## src/rtl/memctrl_host.sv

```systemverilog
// SRAM-style bus initiator for MEMCTRL: turns valid/ready commands into setup/strobe/recovery phasing.
// Optional MEMIF_BURST_EN: honour CMD_LEN as a multi-beat burst with auto-incrementing address.
module memctrl_host #(
    parameter logic [3:0] SETUP_CYC  = 4'd1,
    parameter logic [3:0] STROBE_CYC = 4'd1,
    parameter logic [3:0] RECOV_CYC  = 4'd1
) (
    input  logic        CLK,
    input  logic        RST,
    input  logic        CMD_VALID,
    output logic        CMD_READY,
    input  logic        CMD_WR,
    input  logic [15:0] CMD_ADDR,
    input  logic [7:0]  CMD_LEN,
    input  logic        WD_VALID,
    input  logic [7:0]  WD_DATA,
    output logic        WD_READY,
    output logic        RD_VALID,
    output logic [7:0]  RD_DATA,
    output logic        BUSY,
    output logic [15:0] ADDR,
    output logic        CE,
    output logic        CSB,
    output logic        WEB,
    output logic        OEB,
    output logic [7:0]  IDATA,
    input  logic [7:0]  ODATA
);

    typedef enum logic [2:0] {
        IDLE   = 3'd0,
        WAITD  = 3'd1,
        SETUP  = 3'd2,
        STROBE = 3'd3,
        RECOV  = 3'd4
    } state_t;

    // A programmed count of zero still yields one cycle in that phase.
    localparam logic [3:0] SETUP_N  = (SETUP_CYC  == 4'd0) ? 4'd1 : SETUP_CYC;
    localparam logic [3:0] STROBE_N = (STROBE_CYC == 4'd0) ? 4'd1 : STROBE_CYC;
    localparam logic [3:0] RECOV_N  = (RECOV_CYC  == 4'd0) ? 4'd1 : RECOV_CYC;

    state_t      state_q, state_d;
    logic [3:0]  phase_q, phase_d;
    logic [15:0] addr_q, addr_d;
    logic        wr_q, wr_d;
    logic [7:0]  wdata_q, wdata_d;
    logic [7:0]  rd_data_q, rd_data_d;
    logic        rd_valid_q, rd_valid_d;
    logic        cmd_ready_q, cmd_ready_d;
    logic        ce_q, ce_d;
    logic        csb_q, csb_d;
    logic        web_q, web_d;
    logic        oeb_q, oeb_d;
    logic [7:0]  idata_q, idata_d;
    logic        phase_last;
    logic        more_beats;
    logic        bus_active;

`ifdef MEMIF_BURST_EN
    logic [7:0]  beats_q, beats_d;
    assign more_beats = (beats_q != 8'd0);
`else
    logic        unused_len;
    assign unused_len = ^CMD_LEN;
    assign more_beats = 1'b0;
`endif

    always_comb begin
        phase_last = 1'b0;
        case (state_q)
            SETUP:   phase_last = (phase_q == SETUP_N - 4'd1);
            STROBE:  phase_last = (phase_q == STROBE_N - 4'd1);
            RECOV:   phase_last = (phase_q == RECOV_N - 4'd1);
            default: phase_last = 1'b0;
        endcase
    end

    always_comb begin
        state_d    = state_q;
        phase_d    = phase_q;
        addr_d     = addr_q;
        wr_d       = wr_q;
        wdata_d    = wdata_q;
        rd_data_d  = rd_data_q;
        rd_valid_d = 1'b0;
`ifdef MEMIF_BURST_EN
        beats_d    = beats_q;
`endif
        case (state_q)
            IDLE: begin
                if (CMD_VALID && cmd_ready_q) begin
                    addr_d  = CMD_ADDR;
                    wr_d    = CMD_WR;
                    phase_d = 4'd0;
`ifdef MEMIF_BURST_EN
                    beats_d = CMD_LEN;
`endif
                    state_d = CMD_WR ? WAITD : SETUP;
                end
            end
            WAITD: begin
                if (WD_VALID) begin
                    wdata_d = WD_DATA;
                    phase_d = 4'd0;
                    state_d = SETUP;
                end
            end
            SETUP: begin
                phase_d = phase_q + 4'd1;
                if (phase_last) begin
                    phase_d = 4'd0;
                    state_d = STROBE;
                end
            end
            STROBE: begin
                phase_d = phase_q + 4'd1;
                if (phase_last) begin
                    phase_d = 4'd0;
                    state_d = RECOV;
                    if (!wr_q) begin
                        rd_data_d  = ODATA;
                        rd_valid_d = 1'b1;
                    end
                end
            end
            RECOV: begin
                phase_d = phase_q + 4'd1;
                if (phase_last) begin
                    phase_d = 4'd0;
                    if (more_beats) begin
                        addr_d  = addr_q + 16'd1;
`ifdef MEMIF_BURST_EN
                        beats_d = beats_q - 8'd1;
`endif
                        state_d = wr_q ? WAITD : SETUP;
                    end else begin
                        state_d = IDLE;
                    end
                end
            end
            default: state_d = IDLE;
        endcase
    end

    // Bus pins are registered from the next state so they change exactly with the FSM.
    always_comb begin
        bus_active  = (state_d == SETUP) || (state_d == STROBE);
        ce_d        = (state_d == STROBE);
        csb_d       = !bus_active;
        web_d       = !(bus_active && wr_d);
        oeb_d       = !(bus_active && !wr_d);
        idata_d     = (bus_active && wr_d) ? wdata_d : 8'h00;
        cmd_ready_d = (state_d == IDLE);
    end

    always_ff @(posedge CLK) begin
        if (RST) begin
            state_q     <= IDLE;
            phase_q     <= 4'd0;
            addr_q      <= 16'h0000;
            wr_q        <= 1'b0;
            wdata_q     <= 8'h00;
            rd_data_q   <= 8'h00;
            rd_valid_q  <= 1'b0;
            cmd_ready_q <= 1'b0;
            ce_q        <= 1'b0;
            csb_q       <= 1'b1;
            web_q       <= 1'b1;
            oeb_q       <= 1'b1;
            idata_q     <= 8'h00;
`ifdef MEMIF_BURST_EN
            beats_q     <= 8'd0;
`endif
        end else begin
            state_q     <= state_d;
            phase_q     <= phase_d;
            addr_q      <= addr_d;
            wr_q        <= wr_d;
            wdata_q     <= wdata_d;
            rd_data_q   <= rd_data_d;
            rd_valid_q  <= rd_valid_d;
            cmd_ready_q <= cmd_ready_d;
            ce_q        <= ce_d;
            csb_q       <= csb_d;
            web_q       <= web_d;
            oeb_q       <= oeb_d;
            idata_q     <= idata_d;
`ifdef MEMIF_BURST_EN
            beats_q     <= beats_d;
`endif
        end
    end

    assign CMD_READY = cmd_ready_q;
    assign WD_READY  = (state_q == WAITD);
    assign BUSY      = (state_q != IDLE);
    assign RD_VALID  = rd_valid_q;
    assign RD_DATA   = rd_data_q;
    assign ADDR      = addr_q;
    assign CE        = ce_q;
    assign CSB       = csb_q;
    assign WEB       = web_q;
    assign OEB       = oeb_q;
    assign IDATA     = idata_q;

endmodule

```

## config.mk

```make
export PLATFORM = sky130hd
export DESIGN_NAME = memctrl_host
export DESIGN_NICKNAME = d
export VERILOG_FILES = /design/src/rtl/memctrl_host.sv
export SDC_FILE = /design/constraint.sdc
export NUM_CORES = 1
export LEC_CHECK = 0
export BUFFER_PORTS_ARGS = -buffer_cell sky130_fd_sc_hd__buf_2
export CORE_ASPECT_RATIO = 0.7
export CORE_MARGIN = 2
export CORE_UTILIZATION = 40
export CTS_CLUSTER_DIAMETER = 60
export DETAILED_ROUTE_END_ITERATION = 16
export PLACE_DENSITY = 0.79
export SYNTH_ARGS = -nofsm -noshare
export SYNTH_HDL_FRONTEND = slang
export SYNTH_SLANG_ARGS = --single-unit
```

## constraint.sdc

```tcl
create_clock -name CLK -period 5.75 [get_ports CLK]
set_input_delay 1.15 -clock CLK [delete_from_list [all_inputs] [get_ports CLK]]
set_output_delay 1.15 -clock CLK [all_outputs]
set_load 0.03 [all_outputs]
```

==> out/qor.csv, run 1 <==
stage,metric,value,unit
timing,clock.fmax,381,MHz
timing,drv_slew,0,
cts,numClockSinks,54,
synthesis,yosysTopAreaCellShare,53.1,%
layout,area_growth_syn_to_layout,22.8,%
synthesis,synth_seq_area_share,53.1,%
worst_setup_path,rr_worst_depth,6,
grt,grt_pass1_wl,6820,µm
timing,setup_viol,0,
pwr,intPower,532,µW
worst_setup_path,crit_slowest_cell,or3_1,
cts,post_cts_buffers,0,
pwr,totalPowerFinal,761,µW
worst_setup_path,required,4600,ps
layout,drive_gt1_share,33.7,%
worst_setup_path,timing.rr.start,phase_q[0],
cts,cts_tree,built,
synthesis,netlist_area,2030,µm²
grt,grt_max_degree,42,
timing,rsz0062_at_grt,false,
pwr,p_comb_share,20.5,%
pwr,vdd_drop_max,0.178,mV
worst_setup_path,cp_max_fo,10,
cts,cts.htree.levels,2,
worst_setup_path,arrival,1480,ps
route,drc,0,
synthesis,avgSynthCellArea,9.33,µm²
worst_setup_path,cpPeakStageDelay,540,ps
placement,post-place-ws,3220,ps
layout,stdcell_count,357,
synthesis,synth_fp_nets,265,
floorplan,die_x,89.2,µm
layout,final_nets,335,
synthesis,synthCells,218,
layout,layout_common_cells,"buf_2, dfxtp_1, nand2_1",
timing,fin_skew,4.53,ps
floorplan,rows,21,
cts,clk_pin_slew,90,ps
layout,final_common_cell,buf_2,
hold_path,hp-class,reg2reg,
hold_path,min_to,ADDR[7],
pwr,power_switching,230,µW
timing,max_slew.worst_pin.slew,824,ps
flow_run,drv_cap,0,
pwr,clkPwrFrac,25.6,%
grt,grt_pass1_vias,1545,
grt,grt_use_total,15.0,%
floorplan,boundaryPins,85,
placement,port_buffers,76,
timing,post-route-min-period,2630,ps
route,first_iter_violations,48,
grt,antenna_found_initial,0,
layout,diodes,0,
layout,final_area,2500,µm²
pwr,swShare,30.2,%
cts,clock-root-buffer,clkbuf_8,
status,outcome,completed,
pwr,seq_power_share,53.9,%
placement,dpl_cell_area,2420,µm²
synthesis,ys_seq_elements,54,
hold_path,holdPathStages,2,
route,via_per_inst,4.72,
timing,hold_violations,0,
floorplan,dieHeight,63.7,µm
worst_setup_path,crit_path_cell_trace,or3_1 > buf_2,
worst_setup_path,endpoint_kind,primary output,
cts,cts_inserted_buffers,5,
synthesis,yosysWarnings,0,
floorplan,start_util,42.1,%
grt,globalRouteOverflowTotal,0,
timing,setup_tns,0,ps
route,first_pass_iters,4,
timing,slew_headroom,45.1,%
route,ant_nets,0,
worst_setup_path,r2r_end,RD_DATA[6],
cts,post_cts_resized,0,
pwr,p_per_area,305,nW/µm²
worst_setup_path,r2r_setup_slack,3680,ps
cts,clkLatencyLatePin,290,ps
synthesis,synth_cell_type_count,40,
pwr,p_leak,1.08,nW
timing,fin_crit_sh,45.7,%
worst_setup_path,path_class,reg2out,
synthesis,synth_top_cell_by_area,dfxtp_1,
route,finalWirelength,4070,µm
worst_setup_path,critPathLaunchType,flop,
route,vias,1686,
route,post_drt_wl_per_cell,11.4,µm
placement,post-place-cells,350,
hold_path,hp-start,ADDR[7],
timing,layout_setup_ws,3120,ps
cts,cts.path.max_buffers,2,
placement,place.gp.congestion,0.802,
cts,cts-hold-fix-buffers,0,
floorplan,die_area,5680,µm²
placement,dp_hpwl,3010,µm
floorplan,design.core.area,4830,µm²
synthesis,synth_top_cells_by_area,"dfxtp_1, mux2i_1, nand2_1",
-- worst max path at each step --
| stage | start | to | slack, ps | cells past startpoint |
|---|---|---|---|---|
| final | state_q[1] | BUSY | 3120 | 2 |
| after global routing | state_q[1] | BUSY | 3050 | 2 |
| after CTS | state_q[1] | BUSY | 3110 | 2 |
| after detailed placement | WD_VALID | IDATA[6] | 3220 | 6 |
| after global placement | WD_VALID | IDATA[1] | 3260 | 6 |
| after floorplan | state_q[1] | WD_READY | 3420 | 2 |
-- layer usage --
| metal | routed length (µm) | global-route usage [%] | vias up |
|---|---|---|---|
| li1 | - | - | 858 |
| met1 | 2010 | 19.6 | 772 |
| met2 | 1750 | 23.7 | 54 |
| met3 | 302 | 4.85 | 2 |
| met4 | 16 | 3.92 | 0 |
| met5 | 0 | 0 | - |
-- stage by stage --
stage / hold WS, ps / util (%)
floorplan: 456 / -
global placement: 438 / 50.1
detailed placement: 447 / 50.1
CTS: 459 / 51.7
global route: 473 / 51.7
finish: 456 / 51.7
-- sequential cells by signal, summed over array words and instances, names as in the netlist, 3 cells and up --
register,count
IDATA,8
wdata_q,8
ADDR,16
state_q,3
phase_q,4
RD_DATA,8
-- synth_stat cells --
library cell / instances
a21o_1: 1
a21oi_1: 20
a22oi_1: 1
a2bb2oi_1: 1
a31oi_1: 2
and4_1: 1
and4bb_2: 1
buf_2: 3
buf_4: 3
buf_6: 2
clkbuf_1: 5
clkbuf_8: 1
dfxtp_1: 54
ha_1: 2
inv_1: 5
mux2i_1: 16
nand2_1: 38
nand2b_1: 1
nand3_1: 4
nand3b_1: 1
nand4b_1: 1
nor2_1: 28
nor2_2: 8
nor2_4: 1
nor3_1: 1
nor3_4: 1
nor3b_1: 2
nor4_1: 1
nor4bb_1: 1
o211ai_2: 1
o21a_1: 2
o21ai_0: 1
o21bai_1: 1
o22ai_1: 1
o41ai_1: 1
or2_1: 1
or3_1: 1
or3b_1: 1
or3b_2: 1
or4b_2: 1
-- cell type report --
class	count	area (µm²)
Fill cell	479	2340
Sequential cell	54	1080
Multi-Input combinational cell	145	848
Timing Repair Buffer	77	388
Tap cell	69	86.3
Clock buffer	7	76.3
Inverter	5	18.8
-- power by group through the flow --
stage,registers (mW),logic (mW),clock network (mW)
after floorplan,0.447,0.0909,0
after global placement,0.418,0.155,0
after detailed placement,0.419,0.157,0
after CTS,0.410,0.158,0.202
after global routing,0.413,0.172,0.217
final,0.410,0.156,0.195
-- critical path: cells and delay by family (launching register included) --
family | cells | cell delay [ps]
flip-flops | 1 | 400
buffers and inverters | 1 | 240
AND/OR/NAND/NOR | 1 | 540
-- kinds of logic after synthesis --
logic type,synth area share (%)
and+or+nand+nor,22.9
adders and majority gates,1.23
buffers and inverters,5.47
AOI/OAI and AO/OA,9.41
DFF,53.1
muxes,7.87
Note: power is estimated with default switching activity, not from simulation.
==> run 2, diff against run 1 <==
Clock period 5.75 ns to 2.45 ns, I/O delays scaled along.
==> run 2 against run 1 <==
  * Non-clock buffer count increased by 1
  * Worst setup slack got worse by 2700 ps
  * Die area unchanged
  * Combinational power increased by 130%
  * Critical path type is now reg2reg
  * Largest cell class unchanged
==> out/qor.csv, run 2 (synthesis gave the netlist of run 1 again) <==
stage,metric,value,unit,change
status,outcome,completed,,
route,first_pass_iters,4,,unchanged
hold_path,hp-class,in2reg,,
worst_setup_path,required,2640,ps,-1960 ps
worst_setup_path,cpPeakStageDelay,510,ps,-30 ps
floorplan,start_util,42.1,%,unchanged
route,drc,0,,unchanged
timing,post-route-min-period,2060,ps,
worst_setup_path,crit_slowest_cell,or3b_1,,
timing,max_slew.worst_pin.slew,536,ps,-288 ps
timing,fin_skew,10.9,ps,+6.33 ps
cts,cts_tree,built,,
timing,fin_crit_sh,84.2,%,
floorplan,boundaryPins,85,,unchanged
worst_setup_path,endpoint_kind,flop,,
floorplan,dieHeight,63.7,µm,unchanged
cts,post_cts_resized,0,,unchanged
timing,hold_violations,0,,unchanged
floorplan,rows,21,,unchanged
grt,grt_use_total,15.0,%,+0.019 points
layout,layout_common_cells,"buf_2, dfxtp_1, nand2_1",,
cts,numClockSinks,54,,unchanged
placement,dp_hpwl,3010,µm,about the same
route,first_iter_violations,42,,-13%
route,via_per_inst,4.71,,-0.32%
pwr,vdd_drop_max,0.325,mV,+82%
worst_setup_path,arrival,2250,ps,+770 ps
floorplan,die_area,5680,µm²,unchanged
cts,clk_pin_slew,100,ps,about the same
timing,rsz0062_at_grt,false,,
pwr,totalPowerFinal,1.83,mW,+140%
worst_setup_path,cp_max_fo,8,,-2
floorplan,design.core.area,4830,µm²,unchanged
cts,cts.htree.levels,2,,unchanged
timing,setup_tns,0,ps,unchanged
placement,post-place-cells,351,,+0.29%
timing,clock.fmax,485,MHz,
pwr,p_leak,1.09,nW,+1.3%
route,vias,1690,,+0.24%
layout,stdcell_count,359,,+0.56%
cts,clock-root-buffer,clkbuf_8,,
layout,drive_gt1_share,34.8,%,+1.1 points
timing,slew_headroom,64.3,%,+19 points
cts,cts.path.max_buffers,2,,unchanged
worst_setup_path,critPathLaunchType,flop,,
layout,largest_reg_flops,16,,unchanged
worst_setup_path,critPathBufInv,1,,unchanged
route,post_drt_wl_per_cell,11.3,µm,-0.70%
worst_setup_path,path_class,reg2reg,,
grt,grt_max_degree,28,,-33%
cts,cts-hold-fix-buffers,0,,unchanged
grt,grt_pass1_vias,1579,,+2.2%
timing,drv_slew,0,,unchanged
placement,place.gp.congestion,0.795,,-0.92%
cts,cts_inserted_buffers,5,,unchanged
pwr,p_per_area,726,nW/µm²,+140%
route,ant_nets,0,,unchanged
layout,diodes,0,,unchanged
worst_setup_path,crit_path_cell_trace,inv_1 > ha_1 > or3b_1 > nor3_4 > mux2i_1 > nor2_2,,
floorplan,die_x,89.2,µm,unchanged
route,finalWirelength,4070,µm,-0.15%
layout,final_common_cell,buf_2,,
cts,clkLatencyLatePin,300,ps,about the same
timing,setup_viol,0,,unchanged
grt,antenna_found_initial,0,,unchanged
grt,globalRouteOverflowTotal,0,,unchanged
grt,grt_pass1_wl,6750,µm,-1.0%
flow_run,drv_cap,0,,unchanged
placement,port_buffers,76,,unchanged
timing,hold-worst-slack,422,ps,-34.3 ps
worst_setup_path,crit_family,simple AND/OR/NAND/NOR gates,,
cts,post_cts_buffers,0,,unchanged
layout,final_nets,336,,+0.30%
layout,area_growth_syn_to_layout,24.1,%,
-- run 2: changes by cell type in the layout (fill, tap and decap cells not counted) --
cell and change:
clkbuf_1 -2, buf_4 +1, clkbuf_8 +1, clkinv_2 +1, clkinvlp_4 +1
-- run 2: final timing paths --
kind	from	slack, ps	depth (start not counted)	end
max	phase_q[0]	390	6	RD_DATA[6]
min	ODATA[5]	420	3	RD_DATA[5]
max reg2reg	phase_q[0]	390	6	RD_DATA[6]
min reg2reg	ADDR[12]	450	2	ADDR[12]
-- run 2: metal layers --
layer / vias up / global-route usage, % / share of wire, %
li1: 862 / - / -
met1: 774 / 18.6 / 48
met2: 48 / 23.9 / 44
met3: 6 / 5.50 / 7.0
met4: 0 / 5.04 / 0.98
met5: - / 0 / 0
-- run 2: stage by stage --
stage / util, % / instance area, µm² / setup WS (ps)
detailed placement: 50.3 / 2430 / 401
finish: 52.2 / 2520 / 387
CTS: 52.2 / 2520 / 382
floorplan: - / 2030 / 623
global route: 52.2 / 2520 / 203
global placement: 50.3 / 2430 / 447
-- run 2: power breakdown --
part	switching, mW	total (mW)	internal, mW
registers	0.0339	0.963	0.929
clock network	0.276	0.503	0.228
logic	0.244	0.366	0.122
-- run 2: layout make-up --
class	instances	area, µm²
well taps	69	86.3
multi-input cells	145	848
clock buffers	6	82.6
fillers	482	2310
repair buffers	78	395
inverters	5	18.8
clock inverters	2	12.5
flip-flops and latches	54	1080
-- run 2: worst reg2reg max path, cell delays in order, from the launching register on --
cell and delay, ps:
dfxtp_1 350, inv_1 80, ha_1 180, or3b_1 510, nor3_4 500, mux2i_1 300
nor2_2 50
==> run 3, diff against run 2 <==
Clock period 2.45 ns to 1.95 ns, I/O delays scaled along.
==> run 3 against run 2 <==
  * Cell count is 1.4% higher
  * Count of clock-buffer cells in the layout is 1 lower
  * Critical endpoint is now BUSY
  * Clock skew is 6.2 ps lower
  * Power is 31% higher
  * Combinational power is 28% higher
  * Utilization is 1.4 points higher
  * Flip-flop and latch count stayed put
  * Routed wire length is 2.4% higher
  * Register-to-register slack worse by 220 ps
  * Sequential share of layout area is 1.1 points lower
==> out/qor.csv, run 3 (synthesis gave the netlist of run 1 again) <==
stage,metric,value,unit,change
status,outcome,completed,,
layout,multiInputGateArea,851,µm²,+0.29%
layout,drive_gt1_share,36.3,%,+1.4 points
layout,seqCellArea,1080,µm²,unchanged
timing,drv_slew,0,,unchanged
floorplan,die_area,5680,µm²,unchanged
route,ant_nets,0,,unchanged
timing,max_slew.worst_pin.slew,536,ps,-0.233 ps
grt,globalRouteOverflowTotal,0,,unchanged
worst_setup_path,r2r_setup_slack,170,ps,-220 ps
layout,layout_common_cells,"buf_2, dfxtp_1, nand2_1",,
worst_setup_path,arrival,1480,ps,-770 ps
worst_setup_path,cpPeakStageDelay,540,ps,+30 ps
route,via_per_inst,4.68,,-0.56%
timing,hold_violations,0,,unchanged
cts,clkLatencyLatePin,300,ps,about the same
pwr,vdd_drop_max,0.503,mV,+55%
layout,final_nets,341,,+1.5%
route,post_drt_wl_per_cell,11.4,µm,+1.0%
layout,largest_reg_flops,16,,unchanged
floorplan,die_x,89.2,µm,unchanged
hold_path,hp-class,in2reg,,
grt,grt_use_total,15.8,%,+0.77 points
placement,place.gp.congestion,0.779,,-2.0%
timing,rsz0062_at_grt,false,,
cts,clock-root-buffer,clkbuf_8,,
cts,cts.htree.levels,2,,unchanged
timing,clock.fmax,535,MHz,
worst_setup_path,path_class,reg2out,,
timing,setup_tns,0,ps,unchanged
worst_setup_path,cp_max_fo,10,,+2
route,first_iter_violations,67,,+60%
cts,cts_tree,built,,
route,drc,0,,unchanged
grt,antenna_found_initial,0,,unchanged
worst_setup_path,crit_path_cell_trace,or3_1 > buf_2,,
grt,grt_pass1_vias,1613,,+2.2%
placement,port_buffers,76,,unchanged
pwr,p_leak,1.12,nW,+3.2%
timing,fin_crit_sh,95.8,%,
timing,setup_viol,0,,unchanged
layout,area_growth_syn_to_layout,27.4,%,
placement,dp_hpwl,3150,µm,+4.7%
cts,cts_inserted_buffers,5,,unchanged
worst_setup_path,critPathLaunchType,flop,,
timing,fin_skew,4.65,ps,-6.21 ps
grt,grt_max_degree,19,,-32%
cts,cts.path.max_buffers,2,,unchanged
layout,diodes,0,,unchanged
layout,final_util,53.6,%,+1.4 points
worst_setup_path,endpoint_kind,primary output,,
worst_setup_path,crit_slowest_cell,or3_1,,
floorplan,rows,21,,unchanged
pwr,p_per_area,927,nW/µm²,+28%
grt,grt_pass1_wl,7010,µm,+3.9%
cts,cts-hold-fix-buffers,0,,unchanged
flow_run,drv_cap,0,,unchanged
timing,slew_headroom,64.3,%,about the same
worst_setup_path,required,1560,ps,-1080 ps
timing,post-route-min-period,1870,ps,
cts,clk_pin_slew,90,ps,about the same
layout,final_common_cell,buf_2,,
floorplan,design.core.area,4830,µm²,unchanged
floorplan,dieHeight,63.7,µm,unchanged
route,first_pass_iters,4,,unchanged
floorplan,start_util,42.1,%,unchanged
layout,filler_cell_count,498,,+3.3%
route,vias,1704,,+0.83%
timing,hold-worst-slack,316,ps,-105 ps
cts,numClockSinks,54,,unchanged
floorplan,boundaryPins,85,,unchanged
route,finalWirelength,4170,µm,+2.4%
[run 3: cell count changes in the layout (fill, tap and decap cells not counted), sizes merged]
cell      previous run  this run
clkinv               1         2
clkinvlp             1         0
buf                 78        83
clkbuf               6         5
bufinv               0         1
[run 3: what timing repair did]
action,in CTS,in global routing
resized for setup,0,1
setup endpoints to repair,0,6
endpoints found under the hold margin,0,0
setup buffers,0,0
[run 3: path summary, 6_finish.rpt]
| check | from | end | cells past startpoint |
|---|---|---|---|
| min reg2reg | ADDR[12] | ADDR[12] | 2 |
| max | state_q[1] | BUSY | 2 |
| min | CMD_ADDR[3] | ADDR[3] | 3 |
| max reg2reg | phase_q[0] | RD_DATA[3] | 7 |
[run 3: final cells by class]
cell class              count  area share [%]
well taps                  69            3.33
multi-input cells         145            32.8
flip-flops and latches     54            41.7
clock inverters             3            1.55
inverters                   5           0.724
repair buffers             83            17.2
clock buffers               5            2.66
[run 3: critical path, delay by kind of cell (launching register included)]
kind                   cells  cell delay (ps)
buffers and inverters      1              240
DFF                        1              400
and+or+nand+nor            1              540
[run 3: stage by stage]
stage / worst slack [ps] / instance area [µm²] / power [mW] / instances
after floorplan: 123 / 2030 / 1.59 / 218
after global placement: 196 / 2480 / 1.70 / 356
after detailed placement: 156 / 2480 / 1.71 / 356
after CTS: 74.2 / 2590 / 2.44 / 364
after global routing: 1.12 / 2590 / 2.53 / 364
final: 82.0 / 2590 / 2.40 / 364
[run 3: where the power goes]
| group | leakage, nW | internal (mW) | switching (mW) |
|---|---|---|---|
| Clock | 0.0579 | 0.378 | 0.346 |
| Combinational | 0.630 | 0.157 | 0.311 |
| Sequential | 0.437 | 1.17 | 0.0410 |
[run 3: per-layer routing]
metal	vias to the layer above	part of all wire, %	track usage (%)
li1	876	-	-
met2	59	44	24.4
met1	764	48	21.0
met3	5	7.4	4.59
met4	0	1.1	5.04
met5	-	0	0
